[config.mk]
export PLATFORM = sky130hd
export DESIGN_NAME = wb_line_prefetch
export DESIGN_NICKNAME = d
export VERILOG_FILES = /design/src/rtl/wb_line_prefetch.sv
export SDC_FILE = /design/constraint.sdc
export NUM_CORES = 1
export LEC_CHECK = 0
export ABC_AREA = 1
export ABC_CLOCK_PERIOD_IN_PS = 3600
export CORE_UTILIZATION = 58
export CTS_CLUSTER_DIAMETER = 30
export DETAILED_ROUTE_END_ITERATION = 10
export GPL_TIMING_DRIVEN = 0
export PLACE_DENSITY = 0.8
export SLEW_MARGIN = 15
export SYNTH_ARGS = -nofsm -noshare
export SYNTH_HDL_FRONTEND = slang
export SYNTH_SLANG_ARGS = --single-unit
[constraint.sdc]
create_clock -name clk_i -period 3.6 [get_ports clk_i]
set_input_delay 0.54 -clock clk_i [delete_from_list [all_inputs] [get_ports clk_i]]
set_output_delay 0.54 -clock clk_i [all_outputs]
set_load 0.05 [all_outputs]
[src/rtl/wb_line_prefetch.sv]
// Wishbone classic read master that fetches a line of consecutive words into a
// show-ahead FIFO for a pixel consumer. One transaction is outstanding at a
// time; the fetch pauses when the FIFO fills and resumes as it drains.
module wb_line_prefetch #(
  parameter int WB_ADDR_WIDTH = 24,
  parameter int WB_DATA_WIDTH = 16,
  parameter int FIFO_DEPTH    = 16,
  parameter int LEN_WIDTH     = 10
) (
  input  logic                             clk_i,
  input  logic                             rst_ni,
  input  logic                             start_i,
  input  logic                             abort_i,
  input  logic [WB_ADDR_WIDTH-1:0]         base_adr_i,
  input  logic [LEN_WIDTH-1:0]             len_i,
  output logic                             busy_o,
  output logic                             done_o,
  output logic                             wb_cyc_o,
  output logic                             wb_stb_o,
  output logic                             wb_we_o,
  output logic [WB_ADDR_WIDTH-1:0]         wb_adr_o,
  output logic [WB_DATA_WIDTH/8-1:0]       wb_sel_o,
  input  logic                             wb_ack_i,
  input  logic [WB_DATA_WIDTH-1:0]         wb_dat_i,
  input  logic                             pix_rd_i,
  output logic [WB_DATA_WIDTH-1:0]         pix_data_o,
  output logic                             pix_valid_o,
  output logic [$clog2(FIFO_DEPTH):0]      fifo_level_o,
  output logic                             underflow_o
);

  localparam int PTR_W = $clog2(FIFO_DEPTH);
  localparam int LVL_W = PTR_W + 1;

  localparam logic [1:0] S_IDLE = 2'd0;
  localparam logic [1:0] S_REQ  = 2'd1;
  localparam logic [1:0] S_WAIT = 2'd2;
  localparam logic [1:0] S_DONE = 2'd3;

  localparam logic [LVL_W-1:0] LVL_FULL = LVL_W'(FIFO_DEPTH);
  localparam logic [LVL_W-1:0] LVL_ZERO = LVL_W'(0);

  logic [1:0]               state_q, state_d;
  logic [WB_ADDR_WIDTH-1:0] adr_q, adr_d;
  logic [LEN_WIDTH-1:0]     rem_q, rem_d;
  logic [LVL_W-1:0]         level_q, level_d, level_step_s;
  logic [PTR_W-1:0]         wr_ptr_q, rd_ptr_q;
  logic                     underflow_q, underflow_d;
  logic [WB_DATA_WIDTH-1:0] mem_q [FIFO_DEPTH];

  logic push_s, pop_s, start_acc_s, empty_s;

  // Abort wins over everything, so an ack in the abort cycle never lands in the FIFO.
  assign empty_s     = (level_q == LVL_ZERO);
  assign push_s      = (state_q == S_REQ) && wb_ack_i && !abort_i;
  assign pop_s       = pix_rd_i && !empty_s && !abort_i;
  assign start_acc_s = (state_q == S_IDLE) && start_i && !abort_i;

  // Sticky underflow: set by any pop on an empty FIFO, cleared only by an accepted start.
  assign underflow_d = (pix_rd_i && empty_s) || (underflow_q && !start_acc_s);

  // Level after this cycle's push and pop; abort flushes to zero.
  always_comb begin
    level_step_s = level_q;
    if (push_s && !pop_s) begin
      level_step_s = level_q + LVL_W'(1);
    end else if (pop_s && !push_s) begin
      level_step_s = level_q - LVL_W'(1);
    end else begin
      level_step_s = level_q;
    end
    if (abort_i) begin
      level_d = LVL_ZERO;
    end else begin
      level_d = level_step_s;
    end
  end

  // Fetch sequencer: address/remaining bookkeeping and pause on a full FIFO.
  always_comb begin
    state_d = state_q;
    adr_d   = adr_q;
    rem_d   = rem_q;
    if (abort_i) begin
      state_d = S_IDLE;
    end else begin
      case (state_q)
        S_IDLE: begin
          if (start_i) begin
            if (len_i == LEN_WIDTH'(0)) begin
              state_d = S_DONE;
            end else begin
              adr_d   = base_adr_i;
              rem_d   = len_i;
              state_d = (level_q == LVL_FULL) ? S_WAIT : S_REQ;
            end
          end else begin
            state_d = S_IDLE;
          end
        end
        S_REQ: begin
          if (wb_ack_i) begin
            adr_d = adr_q + WB_ADDR_WIDTH'(1);
            rem_d = rem_q - LEN_WIDTH'(1);
            if (rem_q == LEN_WIDTH'(1)) begin
              state_d = S_DONE;
            end else if (level_step_s == LVL_FULL) begin
              state_d = S_WAIT;
            end else begin
              state_d = S_REQ;
            end
          end else begin
            state_d = S_REQ;
          end
        end
        S_WAIT: begin
          if (level_step_s < LVL_FULL) begin
            state_d = S_REQ;
          end else begin
            state_d = S_WAIT;
          end
        end
        S_DONE: begin
          state_d = S_IDLE;
        end
        default: begin
          state_d = S_IDLE;
        end
      endcase
    end
  end

  // Control and FIFO pointer registers.
  always_ff @(posedge clk_i or negedge rst_ni) begin
    if (!rst_ni) begin
      state_q     <= S_IDLE;
      adr_q       <= '0;
      rem_q       <= '0;
      level_q     <= LVL_ZERO;
      wr_ptr_q    <= '0;
      rd_ptr_q    <= '0;
      underflow_q <= 1'b0;
    end else begin
      state_q     <= state_d;
      adr_q       <= adr_d;
      rem_q       <= rem_d;
      level_q     <= level_d;
      underflow_q <= underflow_d;
      if (abort_i) begin
        wr_ptr_q <= '0;
        rd_ptr_q <= '0;
      end else begin
        wr_ptr_q <= push_s ? wr_ptr_q + PTR_W'(1) : wr_ptr_q;
        rd_ptr_q <= pop_s  ? rd_ptr_q + PTR_W'(1) : rd_ptr_q;
      end
    end
  end

  // FIFO storage; contents are don't-care while the level is zero.
  always_ff @(posedge clk_i) begin
    if (push_s) begin
      mem_q[wr_ptr_q] <= wb_dat_i;
    end
  end

  assign busy_o       = (state_q == S_REQ) || (state_q == S_WAIT);
  assign done_o       = (state_q == S_DONE);
  assign wb_cyc_o     = (state_q == S_REQ);
  assign wb_stb_o     = (state_q == S_REQ);
  assign wb_we_o      = 1'b0;
  assign wb_sel_o     = {(WB_DATA_WIDTH/8){1'b1}};
  assign wb_adr_o     = adr_q;
  assign pix_data_o   = mem_q[rd_ptr_q];
  assign pix_valid_o  = !empty_s;
  assign fifo_level_o = level_q;
  assign underflow_o  = underflow_q;

endmodule

# --- Word-level counts from Yosys, hierarchy flattened ---
# Memory sizes are Yosys's and may differ from the RTL's.
# Cells that the tools add are included.
word_totals:
  register_bits: 50
  mem_bits_rw: 256
  output_inout_bits: 54
  memories: 1
memory_table:
  columns: ["memory", "words", "width", "read_ports", "rd_ports_with_merged_regs", "write_ports", "line", "text"]
  rows:
  - ["mem_q", 16, 16, 1, 0, 1, "49", "logic [WB_DATA_WIDTH-1:0] mem_q [FIFO_DEPTH];"]
classes:
  addsub: 6
  magnitude_cmp: 1
  eq_ne: 9
  n_mux: 26
  bitwise_logic: 1
  n_reduce_logical: 24
op_table:
  columns: ["op", "n"]
  rows:
  - ["24-bit two-way mux", 3]
  - ["24-bit one-hot mux with 2 select lines", 1]
  - ["10-bit two-way mux", 3]
  - ["24-bit by 1-bit adder with 24-bit output (second input constant)", 1]
  - ["10-bit one-hot mux with 2 select lines", 1]
  - ["2-bit two-way mux", 8]
  - ["4-bit two-way mux", 4]
  - ["5-bit two-way mux", 3]
  - ["10-bit by 1-bit == test with 1-bit output (second input constant)", 1]
  - ["5-bit == test (second input constant)", 2]
  - ["1-bit logical AND", 10]
  - ["10-bit logical NOT", 1]
  - ["10-bit by 1-bit subtractor with 10-bit output (second input constant)", 1]
  - ["4-bit by 1-bit adder with 4-bit output (second input constant)", 2]
  - ["2-bit one-hot mux with 4 select lines", 1]
  - ["2-bit nonzero test", 3]
  - ["5-bit by 1-bit adder with 5-bit output (second input constant)", 1]
  - ["1-bit logical NOT", 5]
  - ["5-bit logical NOT", 1]
  - ["5-bit < comparator (second input constant)", 1]
  - ["5-bit AND reduction", 1]
  - ["5-bit by 1-bit subtractor with 5-bit output (second input constant)", 1]
  - ["2-bit == test (second input constant)", 2]
  - ["2-bit != test (second input constant)", 2]
  - ["other kinds (6)", 8]

# --- Logic depth before layout (Yosys ltp) ---
depth:
  word_depth: 13
  depth_mapped: 14

# --- Least setup slack after synthesis ---
# OpenSTA, ideal clock, no wires.
synth_timing:
  path_kind: "reg-to-reg"
  startpoint: "register state_q[1]"
  endpoint: "memory mem_q[1][0], enable pin"
  setup_time_ns: 0.409
  arrival_time_ns: 2.783
  t_required_ns: 3.191
  slack_ns: 0.408
  stages_incl_launch_ff: 7
  n_path_buf: 0
  synth_period_minus_slack_ns: 3.192
  path_cell_list: "dfrtp_1 > inv_1 > ha_1 > nand2_2 > nor2_4 > clkinv_1 > nor3_1"
synth_via:
  elab_chain_len: 5
synth_lines:
  columns: ["item", "line", "text"]
  rows:
  - ["start, declared", "43", "logic [1:0] state_q, state_d;"]
  - ["start signal, assigned", "144", "state_q <= state_d;"]
  - ["2-bit by 1-bit == test with 1-bit output", null, null]
  - ["via wb_cyc_o", "18", "output logic wb_cyc_o,"]
  - ["1-bit logical AND (2 in series)", "55", "assign push_s = (state_q == S_REQ) && wb_ack_i && !abort_i;"]
  - ["1-bit two-way mux", "161", "if (push_s) begin"]
  - ["1-bit two-way mux (implied by the code)", "162", "mem_q[wr_ptr_q] <= wb_dat_i;"]
  - ["end, declared", "49", null]
# The timed path passes the listed nets, and every way through them passes these cells.

# --- Worst setup path after layout ---
layout_timing:
  startpoint: "register rd_ptr_q[1]"
  endpoint: "output pix_data_o[5]"
layout_via:
  elab_chain_len: 1
layout_lines:
  columns: ["item", "line", "text"]
  rows:
  - ["start, declared", "47", "logic [PTR_W-1:0] wr_ptr_q, rd_ptr_q;"]
  - ["start signal, assigned", "154", "rd_ptr_q <= pop_s ? rd_ptr_q + PTR_W'(1) : rd_ptr_q;"]
  - ["memory read 16 x 16 bit", null, null]
  - ["end, declared", "26", "output logic [WB_DATA_WIDTH-1:0] pix_data_o,"]
# No other way between the ends.

==> results.toml <==
[synth]
ys_types = 44
synth_area_um2 = 13300
synth_seq_area_share_pct = 67.1
muxShareOfSynthArea_pct = 0
yosys.area_share.simple_pct = 13.9
ys_seq_elements = 306
synthAdderAreaFrac_pct = 1.41
yosys_warnings = 0
synth_compound_area_share_pct = 12.2
syn_inst = 1179
synth_top_family_by_area = "simple AND/OR/NAND/NOR gates"
synth_area_per_cell_um2 = 11.3
synth_xor_area_share_pct = 1.12

[placement]
io_buffer_count = 106
place_worst_setup_slack_ps = 5.34
placed_cell_area_um2 = 15000
gp_congestion = 0.885
dp_cells = 1592
place_hpwl_um = 25100

[timing]
worst_hold_slack_ps = 501
period_needed_ps = 3750
fin_tns_setup_ps = -279
max-slew-margin-rel_pct = 31.4
setup_violations = 4
rsz0062_at_grt = "yes"
fin_skew_ps = 20.4
setup_ws_ps = -149
fmax_mhz = 267
period_share_pct = 104
drv_slew = 0
finalHoldViolations = 0
tightestPinTransition_ps = 1020

[global_routing]
grt_max_degree = 31
antenna_found_initial = 0
grtUsageTotal_pct = 33.7
grt_first_pass_wirelength_um = 58900
gr-total-overflow = 0
grt_pass1_vias = 10400

[power]
totalPowerFinal_mw = 13.6
p_seq_share_pct = 32.3
netSwitchingPower_mw = 5.28
max-vdd-ir-drop_mv = 0.810
power_density_nw_per_um2 = 816
pwr-share-clk_pct = 35.0
p_int_mw = 8.36
pwr-share-comb_pct = 32.8
switching_share_pct = 38.7
p_leak_nw = 6.30

[floorplanning]
std_cell_rows = 55
core_area_um2 = 22600
die_w_um = 154
die_h_um = 154
io_pins = 110
die_area_um2 = 23600
initial_core_util_pct = 59.1

[finish]
drive_gt1_share_pct = 15.0
antenna_cells = 0
fin_area_um2 = 16700
final_nets = 1431
area_growth_pct = 25.4
layout_common_cells = "edfxtp_1 (256), nand2_1 (194), o21ai_0 (127)"
stdcell_count = 1685
utilization_pct = 74.0
final_common_cell = "edfxtp_1"

[route]
vias = 10800
ant_nets = 0
vias_per_cell = 6.39
wl_um = 40400
wl_per_cell_um = 24.0
dr.pass1.iters = 5
route.detailed.drc = 0
drt_iter0_markers = 1498

[cts]
cts_buffers = 50
clock_latency_ps = 560
post_cts_buffers = 0
cts_tree = "built"
clockRootBuffer = "clkbuf_16"
cts_htree_levels = 2
path_clk_slew_ps = 60
clock_sinks = 306
cts_buffer_depth = 3

[worst_setup_path]
critPathMaxFanout = 10
critPathArrivalTime_ps = 3210
cp-start-kind = "register"
end_kind = "primary output"
worst_ep_required_time_ps = 3060
crit_type = "register to primary output"

[run_status]
outcome = "complete, but fails checks"
violations = "negative setup slack"

[min_path]
hold_path.class = "input port to async pin"

[job]
max-cap-violations = 0
## power groups by stage
stage | clock, mW | sequential (mW) | combinational (mW)
2_1_floorplan | 0 | 4.90 | 2.33
3_3_place_gp | 0 | 4.44 | 4.23
3_5_place_dp | 0 | 4.44 | 4.34
4_1_cts | 4.75 | 4.39 | 4.36
5_1_grt | 4.92 | 4.43 | 4.71
6_report | 4.77 | 4.40 | 4.47
## routing by layer
layer | vias to the layer above | global-route usage, % | share of wire (%)
met4 | 0 | 21.4 | 6.7
met2 | 870 | 54.4 | 47
met5 | - | 0 | 0
met1 | 5122 | 42.2 | 35
li1 | 4619 | - | -
met3 | 155 | 6.57 | 12
## worst paths after layout
kind                                         start                      end  slack (ps)  cells after the start
max reg2reg                   state_q[1]$_DFF_PN0_  mem_q[10][15]$_DFFE_PP_         480                      7
min in group clk_i            rem_q[5]$_DFFE_PN0P_     rem_q[5]$_DFFE_PN0P_         500                      2
min reg2reg                   rem_q[5]$_DFFE_PN0P_     rem_q[5]$_DFFE_PN0P_         500                      2
min                                         rst_ni  rd_ptr_q[0]$_DFFE_PN0P_         500                      2
max                        rd_ptr_q[1]$_DFFE_PN0P_            pix_data_o[5]        -150                      8
max in group asynchronous                   rst_ni     rem_q[7]$_DFFE_PN0P_        2510                      3
## flip-flops by register name, summed over array words and instances, names as in the netlist
register      count
underflow_o       1
fifo_level_o      5
mem_q           256
wr_ptr_q          4
wb_adr_o         24
rd_ptr_q          4
rem_q            10
state_q           2
## layout make-up
| type | count | area, um2 |
|---|---|---|
| fill | 1426 | 5860 |
| sequential | 306 | 8940 |
| tap | 285 | 357 |
| clock inverter | 41 | 418 |
| inverter | 63 | 236 |
| buffer | 67 | 337 |
| clock buffer | 51 | 1250 |
| timing repair buffer | 128 | 1240 |
| multi-input combinational | 744 | 3930 |
## worst max-delay path, cell delays in order (launching register included)
cell and delay (ps):
dfrtp_1 400, buf_2 210, inv_1 260, clkbuf_2 300
o21ai_0 150, o221ai_1 440, nand4_1 330, nand2_1 180
clkdlybuf4s15_2 380
## Yosys cell counts (all sizes together)
library cell	instances	area share [%]
o22ai	24	1.1
conb	2	0.056
a21o	1	0.056
edfxtp	256	58
a22oi	4	0.23
nand3	49	2.0
a211oi	2	0.11
ha	15	1.4
nor3	20	0.84
inv	61	1.7
clkbuf	40	1.1
xnor2	4	0.26
o21a	1	0.056
a31oi	4	0.19
a221oi	19	1.2
o21ai	138	5.2
o221ai	14	0.92
or2	2	0.094
buf	27	1.3
o211ai	9	0.51
xor2	13	0.85
a2bb2oi	1	0.066
nor4	1	0.047
nor2	130	4.0
a21oi	65	2.6
clkinv	2	0.056
dfrtp	50	9.4
nand2	200	5.8
nand4	24	1.1
nand3b	1	0.056
## kinds of logic after synthesis
logic type	Yosys count
AND/OR/NAND/NOR	427
flip-flops	306
AO/OA/AOI/OAI	282
buffers and inverters	130
XOR/XNOR	17
adder cells (fa/ha/maj)	15
other	2
## timing repair
item | in CTS | in global routing
gates resized for setup | 46 | 20
hold buffers | 1 | 0
pin swaps | 0 | 0
setup endpoints to repair | 16 | 13
hold endpoints to repair | 20 | 0
Power figures use the tool's default switching activity.
